File: src/rtl/pmod_adc_block_if.sv
// Control, status and ADC pin bundle for pmod_adc_block; the master modport is the SPI controller side.
interface pmod_adc_block_if #(
    parameter int DATA_WIDTH = 12
);
    logic                  start;
    logic                  continuous;
    logic                  busy;
    logic                  done;
    logic [DATA_WIDTH-1:0] dout0;
    logic [DATA_WIDTH-1:0] dout1;
    logic                  frame_err;
    logic                  adc_cs_n;
    logic                  adc_sclk;
    logic                  adc_sdata0;
    logic                  adc_sdata1;

    modport master (
        input  start, continuous, adc_sdata0, adc_sdata1,
        output busy, done, dout0, dout1, frame_err, adc_cs_n, adc_sclk
    );

    modport slave (
        output start, continuous, adc_sdata0, adc_sdata1,
        input  busy, done, dout0, dout1, frame_err, adc_cs_n, adc_sclk
    );
endinterface

File: src/rtl/pmod_adc_block.sv
// Dual-channel 16-bit-frame SPI read master for an AD7476A-class PMOD ADC; frame = 33*CLK_DIV clk then QUIET_CYCLES.
// Channel 1 capture only exists when PMOD_ADC_DUAL_CH_EN is defined; otherwise dout1 reads 0.
module pmod_adc_block #(
    parameter int CLK_DIV      = 4,
    parameter int QUIET_CYCLES = 4,
    parameter int DATA_WIDTH   = 12
) (
    input  logic              clk,
    input  logic              rst,
    pmod_adc_block_if.master  bus
);

    typedef enum logic [2:0] {
        IDLE     = 3'd0,
        SETUP    = 3'd1,
        SHIFT_LO = 3'd2,
        SHIFT_HI = 3'd3,
        QUIET    = 3'd4
    } state_t;

    localparam logic [7:0]  DIV_LAST   = 8'(CLK_DIV - 1);
    localparam logic [7:0]  QUIET_LAST = 8'(QUIET_CYCLES - 1);
    localparam logic [15:0] LEAD_MASK  = 16'hFFFF << DATA_WIDTH;

    state_t r_state;
    state_t w_state_nxt;
    logic [7:0]  r_cnt;
    logic [7:0]  w_cnt_nxt;
    logic [4:0]  r_bit;
    logic [4:0]  w_bit_nxt;
    logic        w_sample;
    logic        w_frame_done;

    logic        r_cs_n;
    logic        r_sclk;
    logic        r_busy;
    logic        r_done;
    logic        r_frame_err;
    logic [15:0] r_shift0;
    logic [DATA_WIDTH-1:0] r_dout0;
    logic        w_err0;
    logic        w_err1;

    always_ff @(posedge clk or posedge rst) begin
        if (rst) begin
            r_state <= IDLE;
            r_cnt   <= 8'd0;
            r_bit   <= 5'd0;
        end else begin
            r_state <= w_state_nxt;
            r_cnt   <= w_cnt_nxt;
            r_bit   <= w_bit_nxt;
        end
    end

    always_comb begin
        w_state_nxt  = r_state;
        w_cnt_nxt    = r_cnt;
        w_bit_nxt    = r_bit;
        w_sample     = 1'b0;
        w_frame_done = 1'b0;
        case (r_state)
            IDLE: begin
                if (bus.start || bus.continuous) begin
                    w_state_nxt = SETUP;
                    w_cnt_nxt   = 8'd0;
                    w_bit_nxt   = 5'd0;
                end
            end
            SETUP: begin
                if (r_cnt == DIV_LAST) begin
                    w_state_nxt = SHIFT_LO;
                    w_cnt_nxt   = 8'd0;
                end else begin
                    w_cnt_nxt = r_cnt + 8'd1;
                end
            end
            SHIFT_LO: begin
                // Data is captured on the edge that raises sclk.
                if (r_cnt == DIV_LAST) begin
                    w_state_nxt = SHIFT_HI;
                    w_cnt_nxt   = 8'd0;
                    w_sample    = 1'b1;
                    w_bit_nxt   = r_bit + 5'd1;
                end else begin
                    w_cnt_nxt = r_cnt + 8'd1;
                end
            end
            SHIFT_HI: begin
                if (r_cnt == DIV_LAST) begin
                    w_cnt_nxt = 8'd0;
                    if (r_bit < 5'd16) begin
                        w_state_nxt = SHIFT_LO;
                    end else begin
                        w_state_nxt  = QUIET;
                        w_frame_done = 1'b1;
                    end
                end else begin
                    w_cnt_nxt = r_cnt + 8'd1;
                end
            end
            QUIET: begin
                if (r_cnt == QUIET_LAST) begin
                    w_cnt_nxt   = 8'd0;
                    w_bit_nxt   = 5'd0;
                    w_state_nxt = bus.continuous ? SETUP : IDLE;
                end else begin
                    w_cnt_nxt = r_cnt + 8'd1;
                end
            end
            default: begin
                w_state_nxt = IDLE;
                w_cnt_nxt   = 8'd0;
                w_bit_nxt   = 5'd0;
            end
        endcase
    end

    // Pin and status outputs are registered from the next state so they change glitch-free with it.
    always_ff @(posedge clk or posedge rst) begin
        if (rst) begin
            r_cs_n <= 1'b1;
            r_sclk <= 1'b1;
            r_busy <= 1'b0;
            r_done <= 1'b0;
        end else begin
            r_cs_n <= !((w_state_nxt == SETUP) || (w_state_nxt == SHIFT_LO) ||
                        (w_state_nxt == SHIFT_HI));
            r_sclk <= (w_state_nxt != SHIFT_LO);
            r_busy <= (w_state_nxt != IDLE);
            r_done <= w_frame_done;
        end
    end

    always_ff @(posedge clk or posedge rst) begin
        if (rst) begin
            r_shift0    <= 16'd0;
            r_dout0     <= '0;
            r_frame_err <= 1'b0;
        end else begin
            if (w_sample) begin
                r_shift0 <= {r_shift0[14:0], bus.adc_sdata0};
            end
            if (w_frame_done) begin
                r_dout0     <= r_shift0[DATA_WIDTH-1:0];
                r_frame_err <= w_err0 | w_err1;
            end
        end
    end

    assign w_err0 = |(r_shift0 & LEAD_MASK);

`ifdef PMOD_ADC_DUAL_CH_EN
    logic [15:0]           r_shift1;
    logic [DATA_WIDTH-1:0] r_dout1;

    always_ff @(posedge clk or posedge rst) begin
        if (rst) begin
            r_shift1 <= 16'd0;
            r_dout1  <= '0;
        end else begin
            if (w_sample) begin
                r_shift1 <= {r_shift1[14:0], bus.adc_sdata1};
            end
            if (w_frame_done) begin
                r_dout1 <= r_shift1[DATA_WIDTH-1:0];
            end
        end
    end

    assign w_err1    = |(r_shift1 & LEAD_MASK);
    assign bus.dout1 = r_dout1;
`else
    assign w_err1    = 1'b0;
    assign bus.dout1 = '0;
`endif

    assign bus.adc_cs_n  = r_cs_n;
    assign bus.adc_sclk  = r_sclk;
    assign bus.busy      = r_busy;
    assign bus.done      = r_done;
    assign bus.dout0     = r_dout0;
    assign bus.frame_err = r_frame_err;

endmodule

File: src/flat_wrapper.sv
// flat-port wrapper written by rule: the top's interface ports become plain ports
module pmod_adc_block_flat 
#(
    parameter int CLK_DIV      = 4,
    parameter int QUIET_CYCLES = 4,
    parameter int DATA_WIDTH   = 12
)
  (clk, rst, bus_start, bus_continuous, bus_adc_sdata0, bus_adc_sdata1, bus_busy, bus_done, bus_dout0, bus_dout1, bus_frame_err, bus_adc_cs_n, bus_adc_sclk);
  pmod_adc_block_if #(.DATA_WIDTH(DATA_WIDTH)) bus_i ();
  input  logic clk;
  input  logic rst;
  input wire logic [$bits(bus_i.start)-1:0] bus_start;
  input wire logic [$bits(bus_i.continuous)-1:0] bus_continuous;
  input wire logic [$bits(bus_i.adc_sdata0)-1:0] bus_adc_sdata0;
  input wire logic [$bits(bus_i.adc_sdata1)-1:0] bus_adc_sdata1;
  output wire logic [$bits(bus_i.busy)-1:0] bus_busy;
  output wire logic [$bits(bus_i.done)-1:0] bus_done;
  output wire logic [$bits(bus_i.dout0)-1:0] bus_dout0;
  output wire logic [$bits(bus_i.dout1)-1:0] bus_dout1;
  output wire logic [$bits(bus_i.frame_err)-1:0] bus_frame_err;
  output wire logic [$bits(bus_i.adc_cs_n)-1:0] bus_adc_cs_n;
  output wire logic [$bits(bus_i.adc_sclk)-1:0] bus_adc_sclk;
  assign bus_i.start = bus_start;
  assign bus_i.continuous = bus_continuous;
  assign bus_i.adc_sdata0 = bus_adc_sdata0;
  assign bus_i.adc_sdata1 = bus_adc_sdata1;
  assign bus_busy = bus_i.busy;
  assign bus_done = bus_i.done;
  assign bus_dout0 = bus_i.dout0;
  assign bus_dout1 = bus_i.dout1;
  assign bus_frame_err = bus_i.frame_err;
  assign bus_adc_cs_n = bus_i.adc_cs_n;
  assign bus_adc_sclk = bus_i.adc_sclk;
  pmod_adc_block #(.CLK_DIV(CLK_DIV), .QUIET_CYCLES(QUIET_CYCLES), .DATA_WIDTH(DATA_WIDTH)) u_core (.clk(clk), .rst(rst), .bus(bus_i));
endmodule
File: config.mk
export PLATFORM = sky130hd
export DESIGN_NAME = pmod_adc_block_flat
export DESIGN_NICKNAME = d
export VERILOG_FILES = /design/src/rtl/pmod_adc_block_if.sv /design/src/rtl/pmod_adc_block.sv /design/src/flat_wrapper.sv
export SDC_FILE = /design/constraint.sdc
export NUM_CORES = 1
export LEC_CHECK = 0
export BUFFER_PORTS_ARGS = -buffer_cell sky130_fd_sc_hd__clkbuf_2
export CORE_MARGIN = 4
export CORE_UTILIZATION = 56
export CTS_BUF_LIST = sky130_fd_sc_hd__clkbuf_16
export CTS_CLUSTER_SIZE = 20
export DETAILED_ROUTE_END_ITERATION = 6
export PLACE_DENSITY_LB_ADDON = 0.08
export SYNTH_ARGS = -nofsm -noshare
export SYNTH_HDL_FRONTEND = slang
export SYNTH_SLANG_ARGS = --single-unit
export TNS_END_PERCENT = 5
File: constraint.sdc
create_clock -name clk -period 2.3 [get_ports clk]
set_input_delay 0.345 -clock clk [delete_from_list [all_inputs] [get_ports clk]]
set_output_delay 0.345 -clock clk [all_outputs]
set_load 0.005 [all_outputs]
-- After elaboration in Yosys (flattened, before gate mapping)
Index checks and enable logic that the tools add are counted.
- $add $sub $neg: 2
- magnitude comparators: 1
- equal/unequal tests: 12
- muxes and demuxes: 20
- bitwise logic cells: 1
- reductions and logical operators: 10
- operators by type and width (operator ; count):
    5-bit case mux with 4 select lines ; 1
    3-bit 2-to-1 mux ; 6
    8-bit 2-to-1 mux ; 2
    8-bit case mux with 2 select lines ; 1
    5-bit 2-to-1 mux ; 3
    3-bit case mux with 5 select lines ; 1
    3-bit by 2-bit equality test with 1-bit output (second input constant) ; 4
    8-bit by 1-bit adder with 8-bit output (second input constant) ; 1
    8-bit by 2-bit equality test with 1-bit output (second input constant) ; 1
    4-bit OR reduction ; 2
    3-bit by 1-bit equality test with 1-bit output (second input constant) ; 2
    1-bit 2-to-1 mux ; 6
    2-bit by 1-bit inequality test with 1-bit output (second input constant) ; 3
    5-bit by 1-bit adder with 5-bit output (second input constant) ; 1
    5-bit < comparator (second input constant) ; 1
    4-bit AND reduction ; 1
    3-bit equality test (second input constant) ; 1
    3-bit zero test ; 1
    1-bit logical OR ; 3
    3-bit by 2-bit inequality test with 1-bit output (second input constant) ; 1
    3-bit nonzero test ; 1
    2-bit OR reduction ; 1
    1-bit zero test ; 1
    1-bit NOT ; 1
- register bits after elaboration: 49
- bits of input ports: 6
- output and inout bits: 29
- logic and storage cells: 56

-- Depth between registers and ports, before layout
Gate-level depths: netlist of run 1.
- depth in word-level cells: 8
- mapped depth: 7

-- Least setup slack after synthesis of run 1
No wires, ideal clock.
- path type: reg-to-reg
- from: register u_core.r_cnt[0]
- to: register u_core.r_dout0[10] (netlist: u_core.bus.dout0[10])
- setup time: 0.125 ns
- arrival time: 1.842 ns
- required time: 2.175 ns
- slack: 0.332 ns
- stages on the path, launching flop included: 7
- cell sequence: dfrtp_1 ha_1 or4b_4 nor2_4 nand4_4 buf_6 mux2_4
- word-level cells in the longest chain between the ends: 3
- ends and longest elaborated chain (what ; line ; RTL):
    start, declared ; pmod_adc_block.sv:27 ; logic [7:0] r_cnt;
    start signal, assigned ; pmod_adc_block.sv:51 ; r_cnt <= w_cnt_nxt;
    8-bit by 2-bit equality test with 1-bit output ; pmod_adc_block.sv:90 ; if (r_cnt == DIV_LAST) begin
    1-bit 2-to-1 mux ; pmod_adc_block.sv:90 ;
    1-bit 2-to-1 mux ; pmod_adc_block.sv:62 ; case (r_state)
    end signal, assigned ; pmod_adc_block.sv:145 ; r_dout0 <= r_shift0[DATA_WIDTH-1:0];
    end, declared ; pmod_adc_block.sv:40 ; logic [DATA_WIDTH-1:0] r_dout0;
No other way between the ends.
A chain may end at the register's enable or synchronous reset.

-- Worst setup path in the final report of run 1
Same ends and word-level chain as after synthesis.

==> results of run 1 <==
-- logic make-up (layout without fill, tap and decap cells) --
logic type / Yosys count / count (layout)
buf+inv: 22 / 38
fa+ha+maj: 2 / 2
simple gates: 50 / 50
flops: 49 / 49
other cells: 1 / 12
compound gates: 21 / 21
mux: 31 / 31
xor+xnor: 6 / 6
-- sequential cells by signal, indices dropped and copies added, names as in the netlist, 3 cells and up --
name              count
u_core.r_shift0      16
u_core.bus.dout0     12
u_core.r_cnt          8
u_core.r_bit          5
u_core.r_state        3
-- routing by layer --
metal	vias up	part of all wire [%]	GRT usage, %	wire (um)
li1	679	-	-	-
met1	710	44	21.6	1820
met2	31	51	29.0	2120
met3	5	3.7	4.29	153
met4	0	1.4	6.15	58
met5	-	0	0	0
-- worst paths after layout --
check	startpoint	end	slack, ns	cells past startpoint
max	u_core.r_cnt[0]	u_core.bus.dout0[10]	0.14	5
max reg2reg	u_core.r_cnt[0]	u_core.bus.dout0[10]	0.14	5
min in group clk	bus_adc_sdata0	u_core.r_shift0[0]	0.31	2
max in group asynchronous	rst	u_core.bus.adc_cs_n	1.66	3
min reg2reg	u_core.bus.dout0[8]	u_core.bus.dout0[8]	0.51	1
min	rst	u_core.r_shift0[8]	0.001	2
-- cell type report --
type	count	area [um2]	share of cell area (%)
well taps	50	62.6	2.38
multi-input cells	122	1010	38.3
repair buffers	27	150	5.72
inverters	3	11.3	0.429
clock buffers	5	125	4.76
flip-flops and latches	49	1230	46.8
clock inverters	3	42.5	1.62
-- through the flow --
stage | util [%] | setup WS (ns)
final | 65.7 | 0.141
after CTS | 65.7 | 0.131
after global routing | 65.7 | 0.0418
after global placement | 61.5 | 0.183
after floorplan | - | 0.332
after detailed placement | 61.5 | 0.151
-- cell usage in the layout (no fill, tap or decap), types with 5 or more instances in the layout --
cell type	synthesis	routed
dfrtp_1	47	47
mux2_2	21	21
clkbuf_2	0	21
nor2_1	13	13
conb_1	1	12
mux2_4	9	9
nand2_1	6	6
buf_4	12	6
xor2_1	5	5
clkbuf_16	0	5
-- power by group --
part | switching [mW] | leakage [nW] | internal, mW | total, mW
Clock | 0.303 | 0.0852 | 0.511 | 0.814
Sequential | 0.00451 | 0.637 | 0.868 | 0.873
Combinational | 0.0266 | 0.570 | 0.0102 | 0.0368
Total | 0.334 | 1.29 | 1.39 | 1.72
==> run_results.csv, run 1 <==
group,metric,value,unit
setup_path,cp.arrival,2.33,ns
worst_hold_path,hp-class,"in -> async",
sta,whs,0.00127,ns
outcome,outcome,"completed",
sta,hold_violations,0,
placed_design,placed_cells,251,
sta,final_max_slew_viol_count,0,
clock_network,ctsResizeCount,0,
sta,min_period,2.16,ns
sta,rsz0062_at_grt,"false",
global_route,grt_max_degree,21,
global_route,gr-usage-all-layers,17.3,%
logic_synthesis,synth_ff_type,"dfrtp_1",
logic_synthesis,synth_top_family_by_area,"multiplexers",
setup_path,path_cells,"ha_1 -> or4b_4 -> nor2_4 -> nand4_4 -> mux2_4",
logic_synthesis,synth_top_area_share,50.4,%
clock_network,worstSkewPairLatency,0.28,ns
detailed_routing,wl,4150,um
global_route,grt_pass1_wl,7000,um
global_route,grt_pass1_vias,1439,
layout,syn2layout_area_growth,12.6,%
logic_synthesis,synthArstFlopShare,100,%
die,die_x,72.5,um
placed_design,gp_congestion,0.853,
setup_path,cpMaxStageDelayCell,"or4b_4",
setup_path,endpoint_kind,"flip-flop",
clock_network,clk_path_buf_depth,2,
placed_design,hpwlAfterDp,2930,um
logic_synthesis,synthAdderAreaFrac,1.07,%
layout,layout-drive-gt1-share,40.2,%
clock_network,cts.sinks,49,
sta,max-slew-margin-rel,67.0,%
logic_synthesis,yosysMostFrequentCell,"dfrtp_1",
clock_network,cts_root_buf,"clkbuf_16",
die,coreArea,0.00400,mm2
sta,tightest_slew,0.483,ns
logic_synthesis,synthTopCellsByCount,"47 x dfrtp_1, 21 x mux2_2, 13 x nor2_1",
logic_synthesis,synth_top_cell_by_area,"dfrtp_1",
detailed_routing,drt_iter0_drc,100,
logic_synthesis,synth.mux.area_fraction,16.4,%
logic_synthesis,synth_area_leaders,"dfrtp_1 50%, mux2_2 10%, mux2_4 5.8%",
die,rows,23,
pwr,peakVddDrop,428,uV
detailed_routing,post-route-drc-count,0,
global_route,antenna_found_initial,0,
sta,setup_viol,0,
setup_path,critPathTopFamily,"simple AND/OR/NAND/NOR gates",
detailed_routing,routedWlPerCell,16.0,um
setup_path,path_class,"reg -> reg",
logic_synthesis,synth_cells,182,
pwr,powerDensity,656,mW/mm2
logic_synthesis,syn_avg_cell_area,12.8,um2
logic_synthesis,synthSimpleGateAreaFrac,14.5,%
pwr,p_total,1.72,mW
sta,post-route-period-util,93.9,%
setup_path,cp.required,2.47,ns
logic_synthesis,synth_cell_types,52,
layout,design_area,0.00263,mm2
logic_synthesis,yosys_warnings,0,
die,die_area,0.00526,mm2
layout,antenna_cells,0,
setup_path,cp-start-kind,"flip-flop",
setup_path,cpPeakStageDelay,0.50,ns
logic_synthesis,synth_xor_area_share,2.25,%
logic_synthesis,syn-cell-area,0.00233,mm2
detailed_routing,ant_nets,0,
clock_network,htreeDepth,2,
global_route,grt_overflow,0,
logic_synthesis,ys_ff_latch,49,
run,drv_cap,0,
sta,fmax,463,MHz
clock_network,numCtsBuffers,5,
pwr,power.leakage,1.29,nW
setup_path,path_buf_inv,0,
placed_design,portBuffers,21,
die,die_h,72.5,um
clock_network,cts_tree,"yes",
layout,finalNetCount,216,
logic_synthesis,synth-edff-count,0,
sta,final.setup.tns,0,ns
setup_path,crit_fanout,14,
detailed_routing,dr.pass1.iters,4,
logic_synthesis,ys_seq_area_share,52.7,%
clock_network,post_cts_buffers,0,
logic_synthesis,synth_compound_area_share,7.03,%
detailed_routing,post_drt_via_cell_ratio,5.50,
placed_design,post_dp_cell_area,0.00246,mm2
die,start_util,58.3,%
detailed_routing,vias,1425,
clock_network,clk_pin_slew,0.06,ns
sta,skew,0.00385,ns
die,io-pin-count,35,
layout,fill_cells,312,
clock_network,cts_hold_buf,0,
layout,stdcell_count,259,
Power figures use the tool's default switching activity.
==> run 2, diff against run 1 <==
--- a/config.mk
+++ b/config.mk
@@ -5,6 +5,7 @@
 export SDC_FILE = /design/constraint.sdc
 export NUM_CORES = 1
 export LEC_CHECK = 0
+export ABC_AREA = 1
 export BUFFER_PORTS_ARGS = -buffer_cell sky130_fd_sc_hd__clkbuf_2
 export CORE_MARGIN = 4
 export CORE_UTILIZATION = 56
==> run_results.csv, run 2 <==
group,metric,value,unit
worst_hold_path,hp-class,"in -> async",
clock_network,ctsResizeCount,0,
layout,final_common_cell,"nand2_1",
global_route,gr-usage-all-layers,17.5,%
logic_synthesis,synthTopCellsByCount,"71 x nand2_1, 47 x dfrtp_1, 30 x inv_1",
clock_network,numCtsBuffers,5,
placed_design,portBuffers,21,
pwr,p_total,1.61,mW
setup_path,cp-start-kind,"flip-flop",
detailed_routing,routedWlPerCell,11.7,um
logic_synthesis,synth-edff-count,0,
placed_design,placed_cells,339,
die,io-pin-count,35,
sta,fmax,597,MHz
setup_path,crit_fanout,28,
detailed_routing,post-route-drc-count,0,
pwr,power.leakage,1.38,nW
logic_synthesis,yosysMostFrequentCell,"nand2_1",
detailed_routing,top_layer_used,"met4",
sta,rsz0062_at_grt,"false",
die,die_h,73.2,um
layout,syn2layout_area_growth,9.77,%
outcome,outcome,"completed",
logic_synthesis,synth_cell_types,27,
layout,design_area,0.00261,mm2
clock_network,cts_root_buf,"clkbuf_16",
detailed_routing,routed-wl-met3,147,um
setup_path,crit_start,"u_core.r_cnt[1]",
layout,stdcell_count,347,
die,rows,23,
logic_synthesis,synth_cells,271,
sta,post-route-period-util,72.8,%
setup_path,r2r-start,"u_core.r_cnt[1]",
detailed_routing,drt_iter0_drc,65,
detailed_routing,wl,4070,um
sta,final_max_slew_viol_count,0,
pwr,powerDensity,615,mW/mm2
sta,skew,0.00387,ns
logic_synthesis,syn_avg_cell_area,8.79,um2
setup_path,cp.required,2.47,ns
clock_network,post_cts_buffers,0,
detailed_routing,post_drt_via_cell_ratio,4.96,
global_route,grt_overflow,0,
clock_network,worstSkewPairLatency,0.28,ns
setup_path,endpoint_kind,"flip-flop",
sta,min_period,1.68,ns
logic_synthesis,ys_seq_area_share,51.6,%
layout,finalNetCount,304,
clock_network,clk_pin_slew,0.06,ns
placed_design,hpwlAfterDp,2880,um
clock_network,cts_hold_buf,0,
global_route,antenna_found_initial,0,
sta,hold_violations,0,
logic_synthesis,synth_top_cell_by_area,"dfrtp_1",
logic_synthesis,synth_top_area_share,49.4,%
setup_path,path_class,"reg -> reg",
global_route,grt_pass1_vias,1636,
detailed_routing,wirelength_met1,1910,um
detailed_routing,ant_nets,0,
layout,layout-drive-gt1-share,22.6,%
logic_synthesis,ys_ff_latch,49,
placed_design,post_dp_cell_area,0.00247,mm2
detailed_routing,vias,1722,
sta,tightest_slew,0.589,ns
die,coreArea,0.00406,mm2
pwr,peakVddDrop,505,uV
layout,layout_common_cells,"71 x nand2_1, 47 x dfrtp_1, 29 x inv_1, 21 x clkbuf_2, 17 x nand3_1",
layout,regMostFlops,"u_core.r_shift0",
detailed_routing,dr.pass1.iters,4,
pwr,sw_frac_of_total,20.8,%
placed_design,pre_cts_ws,0.622,ns
logic_synthesis,syn-cell-area,0.00238,mm2
placed_design,gp_congestion,0.812,
pwr,pwr-share-seq,54.0,%
layout,antenna_cells,0,
global_route,grt_pass1_wl,7330,um
clock_network,cts.sinks,49,
pwr,clkPwrFrac,43.7,%
sta,max-slew-margin-rel,60.7,%
pwr,switchingPower,0.335,mW
sta,setup_viol,0,
sta,setup_slack,0.625,ns
clock_network,clk_path_buf_depth,2,
die,start_util,58.7,%
layout,largest_register_ffs,16,
sta,final.setup.tns,0,ns
logic_synthesis,synthArstFlopShare,100,%
die,die_x,73.2,um
logic_synthesis,synth_area_leaders,"dfrtp_1 49%, nand2_1 11%, o21ai_2 5.9%",
clock_network,htreeDepth,2,
layout,fill_cells,339,
setup_path,cp.arrival,1.84,ns
run,drv_cap,0,
logic_synthesis,synth_ff_type,"dfrtp_1",
pwr,p_int,1.27,mW
logic_synthesis,yosys_warnings,0,
global_route,grt_max_degree,30,
pwr,combPwrFrac,2.3,%
detailed_routing,met2WireLength,1960,um
clock_network,cts_tree,"yes",
die,die_area,0.00536,mm2
[run 2: cell count changes in the layout (fill, tap and decap cells not counted), sizes merged, moves of 3 or more]
cell | before | now
mux2 | 30 | 0
nand2 | 6 | 75
inv | 4 | 37
o21ai | 4 | 39
nand3 | 4 | 19
nor2 | 14 | 21
or3 | 4 | 0
buf | 6 | 3
[run 2: logic make-up after synthesis]
group | Yosys count | synth area share, %
AO/OA/AOI/OAI | 42 | 11.4
XOR/XNOR | 3 | 1.10
adder cells (fa/ha/maj) | 2 | 1.05
buffers and inverters | 53 | 11.6
flip-flops | 49 | 51.6
other | 1 | 0.157
AND/OR/NAND/NOR | 121 | 23.2
[run 2: cell type report]
| cell class | count | area, um2 | share of cell area (%) |
|---|---|---|---|
| Inverter | 36 | 135 | 5.17 |
| Sequential cell | 49 | 1230 | 47.0 |
| Multi-Input combinational cell | 180 | 918 | 35.1 |
| Tap cell | 50 | 62.6 | 2.39 |
| Clock buffer | 5 | 125 | 4.79 |
| Clock inverter | 3 | 16.3 | 0.622 |
| Timing Repair Buffer | 24 | 128 | 4.88 |
[run 2: power groups by stage]
stage | logic [mW] | registers, mW | clock network, mW
final | 0.0369 | 0.868 | 0.703
after global routing | 0.0447 | 0.868 | 0.758
after CTS | 0.0382 | 0.868 | 0.719
after detailed placement | 0.0381 | 0.884 | 0
after global placement | 0.0378 | 0.884 | 0
after floorplan | 0.0395 | 0.884 | 0
[run 2: final timing paths]
path                                       end  slack, ns  depth (start not counted)
min in group clk            u_core.r_shift0[0]       0.28                          3
max                        u_core.bus.dout0[9]       0.62                          6
max reg2reg                u_core.bus.dout0[9]       0.62                          6
min reg2reg                u_core.bus.dout0[8]       0.48                          2
min                        u_core.bus.dout0[3]       0.10                          2
max in group asynchronous  u_core.bus.adc_cs_n       1.53                          3
[run 2: worst max-delay path: stages (launching register included)]
cell and delay, ns:
dfrtp_1 0.39, ha_1 0.27, nand2_1 0.12, nor2_4 0.19, nand3_4 0.32, nand2_1 0.20
o21ai_2 0.07
[run 2: metrics by stage]
step	hold WS [ns]	utilization, %
CTS	0.129	64.4
finish	0.104	64.4
detailed placement	0.432	60.9
global placement	0.433	60.9
global route	0.172	64.4
floorplan	0.451	-
[run 2: per-layer routing]
metal	global-route usage, %	vias up
met5	0	-
met4	5.53	0
met3	4.68	5
met2	27.9	28
met1	23.1	810
li1	-	879
==> run 3, diff against run 2 <==
==> constraint.sdc (replaced) <==
create_clock -name clk -period 1.7 [get_ports clk]
set_input_delay 0.255 -clock clk [delete_from_list [all_inputs] [get_ports clk]]
set_output_delay 0.255 -clock clk [all_outputs]
set_load 0.005 [all_outputs]
==> run_results.csv, run 3 (same netlist as run 2, synthesis figures left out) <==
group,metric,value,unit
placed_design,hpwlAfterDp,2940,um
clock_network,clk_pin_slew,0.06,ns
detailed_routing,wl,4040,um
layout,antenna_cells,0,
die,die_area,0.00536,mm2
sta,final_max_slew_viol_count,0,
global_route,antenna_found_initial,0,
clock_network,cts_root_buf,"clkbuf_16",
die,die_h,73.2,um
detailed_routing,top_layer_used,"met4",
die,io-pin-count,35,
placed_design,gp_congestion,0.807,
clock_network,cts_tree,"yes",
setup_path,cp.required,1.91,ns
clock_network,cts.sinks,49,
sta,rsz0062_at_grt,"false",
global_route,grt_max_degree,30,
layout,layout_common_cells,"71 x nand2_1, 47 x dfrtp_1, 30 x inv_1, 21 x clkbuf_2, 17 x nand3_1",
layout,finalNetCount,307,
setup_path,endpoint_kind,"flip-flop",
layout,regMostFlops,"u_core.r_shift0",
setup_path,cp-start-kind,"flip-flop",
detailed_routing,routedWlPerCell,11.6,um
pwr,sw_frac_of_total,18.9,%
detailed_routing,post_drt_via_cell_ratio,4.92,
detailed_routing,vias,1722,
pwr,p_int,1.87,mW
detailed_routing,wirelength_met1,1910,um
worst_hold_path,hp-class,"in -> reg",
die,coreArea,0.00406,mm2
layout,largest_register_ffs,16,
detailed_routing,ant_nets,0,
layout,utilization,66.2,%
global_route,grt_pass1_wl,7090,um
setup_path,cp.arrival,1.74,ns
global_route,grt_overflow,0,
layout,final_common_cell,"nand2_1",
pwr,p_total,2.31,mW
sta,skew,0.00512,ns
sta,fmax,658,MHz
pwr,pwr-share-seq,51.0,%
clock_network,worstSkewPairLatency,0.28,ns
detailed_routing,drt_iter0_drc,80,
sta,final.setup.tns,0,ns
sta,hold_violations,0,
layout,syn2layout_area_growth,12.8,%
detailed_routing,dr.pass1.iters,4,
die,rows,23,
detailed_routing,post-route-drc-count,0,
detailed_routing,met2WireLength,1970,um
setup_path,path_class,"reg -> reg",
clock_network,numCtsBuffers,5,
detailed_routing,routed-wl-met3,142,um
global_route,grt_pass1_vias,1565,
sta,whs,0.195,ns
setup_path,reg2reg_slack,0.18,ns
pwr,power.leakage,1.42,nW
outcome,outcome,"completed",
die,die_x,73.2,um
clock_network,post_cts_buffers,0,
pwr,switchingPower,0.436,mW
die,start_util,58.7,%
sta,setup_viol,0,
layout,layout-drive-gt1-share,23.0,%
placed_design,portBuffers,21,
run,drv_cap,0,
pwr,powerDensity,859,mW/mm2
pwr,clkPwrFrac,46.7,%
clock_network,clk_path_buf_depth,2,
pwr,combPwrFrac,2.3,%
pwr,peakVddDrop,725,uV
sta,post-route-period-util,89.4,%
sta,min_period,1.52,ns
clock_network,htreeDepth,2,
setup_path,crit_fanout,29,
global_route,gr-usage-all-layers,16.9,%
[run 3: power by group through the flow]
stage | sequential [mW] | clock [mW] | combinational [mW]
2_1_floorplan | 1.20 | 0 | 0.0535
3_3_place_gp | 1.20 | 0 | 0.0529
3_5_place_dp | 1.20 | 0 | 0.0537
4_1_cts | 1.17 | 1.10 | 0.0553
5_1_grt | 1.17 | 1.14 | 0.0632
6_report | 1.18 | 1.08 | 0.0532
[run 3: routing by layer]
layer	GRT usage (%)	up-vias
met4	4.30	0
li1	-	882
met1	23.2	810
met3	3.72	2
met2	27.2	28
met5	0	-
[run 3: repair_timing]
item                                   CTS  global route
hold buffers                             1             0
gates resized for setup                  0             0
endpoints found under the hold margin   17             0
[run 3: worst max-delay path: stages (launching register included)]
cell and delay [ns]:
dfrtp_1 0.39, ha_1 0.26, nand2_1 0.07, nor2_1 0.18
nand3_2 0.11, buf_12 0.18, inv_2 0.11, nor2_1 0.05
nor2_1 0.09
[run 3: area by class of cell]
| cell class | count | area [um2] |
|---|---|---|
| clock inverter | 3 | 37.5 |
| clock buffer | 5 | 125 |
| inverter | 36 | 135 |
| multi-input combinational | 180 | 918 |
| fill | 362 | 1370 |
| timing repair buffer | 27 | 178 |
| tap | 50 | 62.6 |
| sequential | 49 | 1230 |
[run 3: final timing paths]
check / cells after the start / to / from
max reg2reg: 8 / u_core.r_bit[0] / u_core.r_cnt[0]
min reg2reg: 2 / u_core.bus.dout0[5] / u_core.bus.dout0[5]
max in group asynchronous: 4 / u_core.bus.adc_sclk / rst
min in group asynchronous: 3 / u_core.r_shift0[4] / rst
max: 8 / u_core.r_bit[0] / u_core.r_cnt[0]
min: 3 / u_core.r_shift0[0] / bus_adc_sdata0
[run 3: metrics by stage]
stage	area, um2	instances	setup slack, ns
after floorplan	2420	282	0.275
final	2690	350	0.180
after global placement	2510	341	0.214
after global routing	2690	350	0.0174
after detailed placement	2510	341	0.184
after CTS	2690	350	0.168
